==> src/rtl/cfg_pkg.sv <==
// Shared definitions for the configuration chain loader: FSM state
// encoding, default geometry and a small arithmetic helper.
package cfg_pkg;

  // Default width of one parallel configuration word.
  localparam int unsigned DEF_DATA_W    = 8;
  // Default number of bits that make up one full chain load.
  localparam int unsigned DEF_CHAIN_LEN = 20;

  // Loader sequencing states.
  typedef enum logic [1:0] {
    ST_IDLE      = 2'd0,
    ST_WAIT_WORD = 2'd1,
    ST_SHIFT     = 2'd2,
    ST_DONE      = 2'd3
  } state_e;

  // Smaller of two unsigned quantities. Used to size the final,
  // possibly partial, word of a load.
  function automatic int unsigned min_u(input int unsigned a, input int unsigned b);
    return (a < b) ? a : b;
  endfunction

endpackage

==> src/rtl/config_loader_if.sv <==
// Word-stream handshake between an upstream configuration source and the
// loader.
//
// Handshake: a word transfers on a rising clock edge where in_valid and
// in_ready are both 1. The source holds in_data stable while in_valid is 1
// and must not wait for in_ready before raising in_valid; the loader raises
// in_ready purely from its own state, never from in_valid.
interface config_loader_if
  import cfg_pkg::*;
#(
  parameter int unsigned DATA_W = DEF_DATA_W
) ();

  logic [DATA_W-1:0] in_data;
  logic              in_valid;
  logic              in_ready;

  // Word source side.
  modport master (
    output in_data,
    output in_valid,
    input  in_ready
  );

  // Loader side.
  modport slave (
    input  in_data,
    input  in_valid,
    output in_ready
  );

endinterface

==> src/rtl/config_loader.sv <==
// Configuration chain loader. Accepts parallel words over a valid/ready
// handshake and serialises them MSB-first into a downstream shift chain,
// stopping after exactly CHAIN_LEN bits. The chain only shifts while the
// loader is actively serialising, so upstream stalls leave it untouched.
module config_loader
  import cfg_pkg::*;
#(
  parameter int unsigned DATA_W    = DEF_DATA_W,
  parameter int unsigned CHAIN_LEN = DEF_CHAIN_LEN
) (
  input  logic            prog_clk,
  input  logic            prog_rst_n,
  input  logic            start,
  input  logic            abort,
  config_loader_if.slave  in_if,
  output logic            prog_in,
  output logic            prog_en,
  output logic            busy,
  output logic            done,
  output state_e          dbg_state
);

  // Bits loaded so far this load; sized so CHAIN_LEN itself is representable.
  localparam int unsigned BC_W = $clog2(CHAIN_LEN + 1);
  // Bits still to shift from the current word; sized to hold DATA_W.
  localparam int unsigned WC_W = $clog2(DATA_W + 1);

  localparam logic [BC_W-1:0] BC_FULL = BC_W'(CHAIN_LEN);
  localparam logic [WC_W-1:0] WC_ONE  = WC_W'(1);

  // FSM state.
  state_e state_q;
  state_e state_d;

  // Serialising datapath.
  logic [DATA_W-1:0] shreg_q;
  logic [DATA_W-1:0] shreg_d;
  logic [BC_W-1:0]   bit_cnt_q;
  logic [BC_W-1:0]   bit_cnt_d;
  logic [WC_W-1:0]   word_cnt_q;
  logic [WC_W-1:0]   word_cnt_d;

  // Registered chain drive.
  logic              prog_in_q;
  logic              prog_in_d;
  logic              prog_en_q;
  logic              prog_en_d;

  // Decoded state outputs.
  logic              in_ready_w;
  logic              busy_w;
  logic              done_w;

  // Helper terms.
  logic              handshake;
  logic              last_bit;
  logic [BC_W-1:0]   bit_cnt_inc;
  logic [31:0]       rem_bits;

  assign handshake   = in_if.in_valid && in_ready_w;
  assign last_bit    = (word_cnt_q == WC_ONE);
  // Saturate so the counter can never wrap past a full chain.
  assign bit_cnt_inc = (bit_cnt_q == BC_FULL) ? bit_cnt_q : (bit_cnt_q + BC_W'(1));
  // Bits of the chain not yet loaded; bounds the size of the next word.
  assign rem_bits    = CHAIN_LEN - 32'(bit_cnt_q);

  // State register.
  always_ff @(posedge prog_clk or negedge prog_rst_n) begin
    if (!prog_rst_n) begin
      state_q <= ST_IDLE;
    end else begin
      state_q <= state_d;
    end
  end

  // Next-state logic; abort overrides every other transition.
  always_comb begin
    state_d = state_q;
    if (abort) begin
      state_d = ST_IDLE;
    end else begin
      case (state_q)
        ST_IDLE: begin
          if (start) begin
            state_d = ST_WAIT_WORD;
          end
        end
        ST_WAIT_WORD: begin
          if (handshake) begin
            state_d = ST_SHIFT;
          end
        end
        ST_SHIFT: begin
          if (last_bit) begin
            state_d = (bit_cnt_inc == BC_FULL) ? ST_DONE : ST_WAIT_WORD;
          end
        end
        ST_DONE: begin
          state_d = ST_IDLE;
        end
        default: begin
          state_d = ST_IDLE;
        end
      endcase
    end
  end

  // State-decoded outputs: ready only while waiting for a word.
  always_comb begin
    in_ready_w = (state_q == ST_WAIT_WORD);
    busy_w     = (state_q != ST_IDLE);
    done_w     = (state_q == ST_DONE);
  end

  // Datapath next values: word capture, shifting and bit accounting.
  always_comb begin
    shreg_d    = shreg_q;
    bit_cnt_d  = bit_cnt_q;
    word_cnt_d = word_cnt_q;
    if (abort) begin
      bit_cnt_d  = '0;
      word_cnt_d = '0;
    end else begin
      case (state_q)
        ST_IDLE: begin
          if (start) begin
            bit_cnt_d  = '0;
            word_cnt_d = '0;
          end
        end
        ST_WAIT_WORD: begin
          if (handshake) begin
            shreg_d    = in_if.in_data;
            // The final word may be only partly used; its low bits are dropped.
            word_cnt_d = WC_W'(min_u(DATA_W, rem_bits));
          end
        end
        ST_SHIFT: begin
          shreg_d    = shreg_q << 1;
          bit_cnt_d  = bit_cnt_inc;
          word_cnt_d = (word_cnt_q == '0) ? word_cnt_q : (word_cnt_q - WC_ONE);
        end
        default: begin
          shreg_d = shreg_q;
        end
      endcase
    end
  end

  // Chain drive is computed from the next state so that the registered
  // prog_en is high exactly during SHIFT cycles and prog_in carries the
  // shift register MSB in those same cycles.
  always_comb begin
    prog_en_d = (state_d == ST_SHIFT);
    prog_in_d = prog_en_d ? shreg_d[DATA_W-1] : 1'b0;
  end

  // Datapath and output registers.
  always_ff @(posedge prog_clk or negedge prog_rst_n) begin
    if (!prog_rst_n) begin
      shreg_q    <= '0;
      bit_cnt_q  <= '0;
      word_cnt_q <= '0;
      prog_in_q  <= 1'b0;
      prog_en_q  <= 1'b0;
    end else begin
      shreg_q    <= shreg_d;
      bit_cnt_q  <= bit_cnt_d;
      word_cnt_q <= word_cnt_d;
      prog_in_q  <= prog_in_d;
      prog_en_q  <= prog_en_d;
    end
  end

  assign in_if.in_ready = in_ready_w;
  assign busy           = busy_w;
  assign done           = done_w;
  assign prog_in        = prog_in_q;
  assign prog_en        = prog_en_q;
  assign dbg_state      = state_q;

endmodule

==> src/flat_wrapper.sv <==
// flat-port wrapper written by rule: the top's interface ports become plain ports
module config_loader_flat import cfg_pkg::*;
#(
  parameter int unsigned DATA_W    = DEF_DATA_W,
  parameter int unsigned CHAIN_LEN = DEF_CHAIN_LEN
)
  (prog_clk, prog_rst_n, start, abort, prog_in, prog_en, busy, done, dbg_state, in_if_in_data, in_if_in_valid, in_if_in_ready);
  config_loader_if #(.DATA_W(DATA_W)) in_if_i ();
  input  logic prog_clk;
  input  logic prog_rst_n;
  input  logic start;
  input  logic abort;
  output logic prog_in;
  output logic prog_en;
  output logic busy;
  output logic done;
  output state_e dbg_state;
  input wire logic [$bits(in_if_i.in_data)-1:0] in_if_in_data;
  input wire logic [$bits(in_if_i.in_valid)-1:0] in_if_in_valid;
  output wire logic [$bits(in_if_i.in_ready)-1:0] in_if_in_ready;
  assign in_if_i.in_data = in_if_in_data;
  assign in_if_i.in_valid = in_if_in_valid;
  assign in_if_in_ready = in_if_i.in_ready;
  config_loader #(.DATA_W(DATA_W), .CHAIN_LEN(CHAIN_LEN)) u_core (.prog_clk(prog_clk), .prog_rst_n(prog_rst_n), .start(start), .abort(abort), .in_if(in_if_i), .prog_in(prog_in), .prog_en(prog_en), .busy(busy), .done(done), .dbg_state(dbg_state));
endmodule
==> config.mk <==
export PLATFORM = sky130hd
export DESIGN_NAME = config_loader_flat
export DESIGN_NICKNAME = d
export VERILOG_FILES = /design/src/rtl/cfg_pkg.sv /design/src/rtl/config_loader_if.sv /design/src/rtl/config_loader.sv /design/src/flat_wrapper.sv
export SDC_FILE = /design/constraint.sdc
export NUM_CORES = 1
export LEC_CHECK = 0
export BUFFER_PORTS_ARGS = -buffer_cell sky130_fd_sc_hd__buf_2
export CORE_ASPECT_RATIO = 1.25
export CORE_MARGIN = 2
export CORE_UTILIZATION = 56
export DETAILED_ROUTE_END_ITERATION = 12
export GPL_ROUTABILITY_DRIVEN = 1
export HOLD_SLACK_MARGIN = 0.06
export PLACE_DENSITY = 0.84
export SYNTH_ARGS = -nofsm -noshare
export SYNTH_HDL_FRONTEND = slang
export SYNTH_SLANG_ARGS = --single-unit
export TNS_END_PERCENT = 1
==> constraint.sdc <==
create_clock -name prog_clk -period 2.55 [get_ports prog_clk]
set_input_delay 0.1275 -clock prog_clk [delete_from_list [all_inputs] [get_ports prog_clk]]
set_output_delay 0.1275 -clock prog_clk [all_outputs]
set_load 0.02 [all_outputs]
### Word-level counts from Yosys, hierarchy flattened

Index checks and enable logic that the tools add are counted.

* add/subtract/negate cells: 3
* order comparisons: 1
* equality and inequality tests: 11
* multiplexer cells: 20
* bitwise operators: 1
* reductions and logical operators: 10

Operators by type and width (count)
* < comparator 4 x 32 -> 1 bit (first input constant): 1
* 2-to-1 mux 4 bit: 5
* 2-to-1 mux 8 bit: 2
* one-hot mux 8 bit (2 select lines): 1
* 2-to-1 mux 5 bit: 3
* one-hot mux 4 bit (3 select lines): 1
* equality test 5 bit (second input constant): 2
* 2-to-1 mux 2 bit: 5
* one-hot mux 5 bit (2 select lines): 1
* inequality test 3 bit (second input constant): 3
* one-hot mux 2 bit (4 select lines): 1
* equality test 2 bit (second input constant): 3
* subtractor 5 x 5 -> 6 bit (first input constant): 1
* adder 5 x 1 -> 5 bit (second input constant): 1
* equality test 4 x 1 -> 1 bit (second input constant): 1
* logical NOT 4 bit: 1
* AND reduction 4 bit: 1
* nonzero test 2 bit: 2
* nonzero test 4 bit: 1
* subtractor 4 x 1 -> 4 bit (second input constant): 1
* AND reduction 3 bit: 1
* nonzero test 3 bit: 1
* equality test 2 x 1 -> 1 bit (second input constant): 1
* logical NOT 2 bit: 1
* other kinds (5): 5

* register bits after elaboration: 21
* input bits: 13
* output and inout bits: 7
* logic and storage cells: 53

### Depth between registers and ports, before layout

* depth in word-level cells: 9
* mapped depth: 8
* mapped depth without buffers: 7

### Least setup slack after synthesis

No wires, ideal clock.

* path kind: reg2reg
* start point: reg u_core.state_q[1] (netlist: u_core.dbg_state[1])
* end point: reg u_core.word_cnt_q[2]
* setup time: 0.126 ns
* arrival time: 2.076 ns
* required time: 2.424 ns
* path slack: 0.348 ns
* stages on the path, launching flop included: 8
* buffers on the path: 0
* clock period less this slack: 2.202 ns
* cell sequence: dfrtp_1 -> inv_1 -> ha_1 -> or3_4 -> a31oi_4 -> a31o_4 -> a2111oi_2 -> a221o_1

* word-level cells in the longest chain between the ends: 4
* elaborated cells on any way between the ends: 11
* those cells by class: eq/ne (5); mux (2); reduce/logical (4)

RTL lines
* start: declaration: line config_loader.sv:32 `state_e state_q;`
* start signal: assignment: line config_loader.sv:72 `state_q <= state_d;`
* equality test 2 x 1 -> 1 bit *: line config_loader.sv:110 `in_ready_w = (state_q == ST_WAIT_WORD);`
* via in_if_in_ready: line flat_wrapper.sv:20 `output wire logic [$bits(in_if_i.in_ready)-1:0] in_if_in_ready;`
* logical AND 1 bit: line config_loader.sv:60 `assign handshake = in_if.in_valid && in_ready_w;`
* inequality test 3 bit (no source line)
* AND reduction 4 bit (no source line)
* end signal: assignment: line config_loader.sv:169 `word_cnt_q <= word_cnt_d;`
* end: declaration: line config_loader.sv:40 `logic [WC_W-1:0] word_cnt_q;`

Mark *: on every way through the listed nets, which the timed path passes. The rest lies on a longest branch.
A chain may end at the register's enable or synchronous reset.

### Worst setup path in the final report

* start point: reg u_core.state_q[1] (netlist: u_core.dbg_state[1])
* end point: reg u_core.word_cnt_q[2]

* word-level cells in the longest chain between the ends: 4
* elaborated cells on any way between the ends: 11
* those cells by class: eq/ne (5); mux (2); reduce/logical (4)

RTL lines (line)
* equality test 2 x 1 -> 1 bit: config_loader.sv:110, config_loader.sv:124
* logical AND 1 bit: config_loader.sv:60
* inequality test 3 bit (no source line)
* AND reduction 4 bit (no source line)

Parallel ways exist; a longest one is shown, timed or not.

==> results.py <==
metrics = {
    "timing": {
        "final.hold.worst_slack_ns": 0.117,
        "timing.final.crit_share_pct": 83.8,
        "finalSetupViolations": 0,
        "timing_worst_slew_pin_value_ns": 0.618,
        "fin_setup_tns_ns": 0,
        "worst_slew_margin_rel_pct": 58.5,
        "achievable-frequency_ghz": 0.468,
        "maxSlewViolCount": 0,
        "final.min_clock_period_ns": 2.14,
        "postLayoutSetupSlackWorst_ns": 0.413,
        "grt_setup_unrepaired": "no",
        "finClkSkew_ns": 0.00367,
        "hold_viol_final": 0,
    },
    "route": {
        "first_pass_iteration_count_of_the_detailed_router": 4,
        "drcViolationCount": 0,
        "post_drt_wl_per_cell_um": 14.5,
        "detail_route.vias_per_cell": 6.17,
        "wirelength_mm": 3.17,
        "antenna_left": 0,
        "vias": 1346,
        "detail_route.iter0.violations": 72,
    },
    "clock_tree": {
        "cts-root-buf": "sky130_fd_sc_hd__clkbuf_4",
        "cts_tree": "yes",
        "clkLatencyLatePin_ns": 0.31,
        "clk_pin_slew_worst_paths_ns": 0.12,
        "clockBufferDepth": 2,
        "cts_num_sinks": 21,
        "htreeDepth": 1,
        "cts_resized": 0,
        "tritoncts.num_buffers": 3,
    },
    "setup_path": {
        "worst_path_largest_cell_delay_ns": 0.49,
        "worst-setup-path-type": "reg2reg",
        "cpLargestDelayFamily": "compound AO/OA/AOI/OAI gates",
        "ff2ff_path_depth": 7,
        "critical_path.slowest_cell": "sky130_fd_sc_hd__dfrtp_1",
        "path_max_fanout": 9,
        "cp_cell_sequence": "inv_1 > ha_1 > or3_4 > a31oi_4 > a31o_4 > a2111oi_2 > a221o_1",
        "worst_ep_arrival_time_ns": 2.35,
        "critical_path.endpoint": "u_core.word_cnt_q[2]",
        "setup_crit_start_kind": "flip-flop",
        "critical_path_cell_count": 7,
        "cp_data_required_time_ns": 2.76,
        "r2r_setup_slack_ns": 0.41,
        "setup.worst_path.end_class": "flip-flop",
        "timing.rr.start": "u_core.dbg_state[1]",
        "cp-startpoint": "u_core.dbg_state[1]",
        "rr_endpoint": "u_core.word_cnt_q[2]",
        "cp_num_buf_inv": 1,
    },
    "power": {
        "vdd_ir_drop_max_mv": 0.640,
        "p_int_mw": 0.754,
        "power.switching_fraction_pct": 43.4,
        "share_seq_of_total_power_pct": 37.7,
        "p_comb_share_pct": 49.7,
        "leakagePower_nw": 0.715,
        "net_switching_power_mw": 0.578,
        "clock_power_share_pct": 12.6,
        "powerDensity_nw_per_um2": 835,
    },
    "grt": {
        "first_pass_grt_wire_length_mm": 5.49,
        "grt_remaining_overflow": 0,
        "gr-usage-all-layers_pct": 24.2,
        "grt_max_degree": 22,
        "antenna_found_initial": 0,
        "grt_pass1_vias": 1300,
    },
    "logic_synthesis": {
        "synth-seq-cells": 21,
        "syn_inst": 165,
        "synth-edff-count": 0,
        "synth-warning-count": 0,
        "yosys.cell_types.count": 43,
        "synth.yosys.seq_area_share_pct": 36.6,
        "post_synth.cell_area_avg_um2": 8.69,
        "syn-cell-area_um2": 1430,
        "syn-num-nets": 187,
        "synth_flop_cell": "sky130_fd_sc_hd__dfrtp_1",
        "async_flop_share_pct": 100,
    },
    "final_layout": {
        "drive_gt1_share_pct": 17.3,
        "areaGrowthSynthToFinish_pct": 11.3,
        "nNetsFinal": 208,
        "antenna_cells_inserted": 0,
    },
    "placement": {
        "place.gp.congestion": 0.867,
        "dp_hpwl_mm": 2.43,
        "portBuffers": 19,
        "detailedPlace.worstSlack_ns": 0.450,
    },
    "run_status": {
        "outcome": "complete, no violations",
    },
    "floorplan": {
        "fp.coreArea_um2": 2430,
        "die_area_um2": 2980,
        "initial_core_util_pct": 59.1,
        "placementRows": 20,
        "die_h_um": 60.6,
        "ios": 20,
        "fp.dieW_um": 49.3,
    },
    "job": {
        "drv_cap": 0,
    },
    "hold_path": {
        "hold_path_class": "in2reg",
        "hold-path-cell-count": 3,
    },
}
cell families after synthesis:
logic type | count (synthesis) | share of synthesized area (%)
DFF | 21 | 36.6
buffers and inverters | 19 | 5.24
and+or+nand+nor | 60 | 21.5
muxes | 1 | 0.698
adders and majority gates | 9 | 7.85
AOI/OAI and AO/OA | 53 | 26.9
xor gates and xnor gates | 2 | 1.22
cells in the final DEF (no fill, tap or decap), types with 6 or more instances in the layout:
master / instances
sky130_fd_sc_hd__o21ai_0: 11
sky130_fd_sc_hd__buf_2: 19
sky130_fd_sc_hd__dfrtp_1: 21
sky130_fd_sc_hd__ha_1: 9
sky130_fd_sc_hd__nand3_1: 8
sky130_fd_sc_hd__nor2_1: 16
sky130_fd_sc_hd__nand2_1: 14
sky130_fd_sc_hd__a21oi_1: 9
sky130_fd_sc_hd__a22oi_1: 6
sky130_fd_sc_hd__inv_1: 11
per-layer routing:
layer	vias up	track usage, %	routed length, um
met5	-	0	0
met4	0	18.4	131
met3	15	2.22	143
met2	60	41.9	1560
met1	634	28.2	1330
li1	637	-	-
cell usage after synthesis (3+ instances only):
cell / n / area, um^2
sky130_fd_sc_hd__o211ai_1: 3 / 22.5
sky130_fd_sc_hd__o21ai_1: 4 / 20.0
sky130_fd_sc_hd__inv_1: 11 / 41.3
sky130_fd_sc_hd__a211oi_1: 4 / 30.0
sky130_fd_sc_hd__a22oi_1: 6 / 45.0
sky130_fd_sc_hd__and2_1: 3 / 18.8
sky130_fd_sc_hd__nand3_1: 8 / 40.0
sky130_fd_sc_hd__nor2_1: 16 / 60.1
sky130_fd_sc_hd__dfrtp_1: 21 / 526
sky130_fd_sc_hd__a21oi_1: 9 / 45.0
sky130_fd_sc_hd__a221o_1: 4 / 40.0
sky130_fd_sc_hd__clkbuf_1: 3 / 11.3
sky130_fd_sc_hd__buf_2: 3 / 15.0
sky130_fd_sc_hd__nand2_1: 14 / 52.6
sky130_fd_sc_hd__nor2b_1: 4 / 25.0
sky130_fd_sc_hd__ha_1: 9 / 113
sky130_fd_sc_hd__o21ai_0: 11 / 55.1
flip-flops by register name (all words and copies together) (netlist names):
| signal | cells |
|---|---|
| u_core.word_cnt_q | 4 |
| u_core.prog_en | 1 |
| u_core.prog_in | 1 |
| u_core.dbg_state | 2 |
| u_core.bit_cnt_q | 5 |
| u_core.shreg_q | 8 |
metrics by stage:
stage	instances	utilization (%)	cell area, um^2	power (mW)
global placement	213	64.2	1560	1.13
floorplan	165	-	1430	0.990
finish	218	65.7	1600	1.33
global route	218	65.7	1600	1.43
CTS	218	65.7	1600	1.33
detailed placement	213	64.2	1560	1.16
area by class of cell:
type	count	area, um^2
Clock buffer	4	26.3
Inverter	13	48.8
Tap cell	33	41.3
Multi-Input combinational cell	125	833
Sequential cell	21	526
Timing Repair Buffer	22	120
Fill cell	214	832
how the worst min path moves through the flow:
stage | start | slack [ns] | end
detailed placement | prog_rst_n | 0.11 | u_core.bit_cnt_q[0]
CTS | in_if_in_data[4] | 0.12 | u_core.shreg_q[4]
global route | in_if_in_data[4] | 0.11 | u_core.shreg_q[4]
finish | in_if_in_data[4] | 0.12 | u_core.shreg_q[4]
floorplan | prog_rst_n | -0.17 | u_core.bit_cnt_q[0]
global placement | prog_rst_n | 0.1 | u_core.bit_cnt_q[4]
power by group through the flow:
| stage | registers (mW) | clock network (mW) | logic (mW) |
|---|---|---|---|
| after floorplan | 0.509 | 0 | 0.481 |
| after global placement | 0.499 | 0 | 0.631 |
| after detailed placement | 0.507 | 0 | 0.658 |
| after CTS | 0.500 | 0.165 | 0.663 |
| after global routing | 0.514 | 0.179 | 0.738 |
| final | 0.502 | 0.167 | 0.662 |
worst min-delay path: cells and delay by family:
family                 cells  cell delay (ns)
AOI/OAI and AO/OA          2             0.19
buffers and inverters      1             0.07
repair_timing:
action / 4_1_cts / 5_1_grt
setup buffers: 0 / 0
endpoints found under the hold margin: 21 / 0
hold buffers: 1 / 0
(Power assumes the default switching activity.)
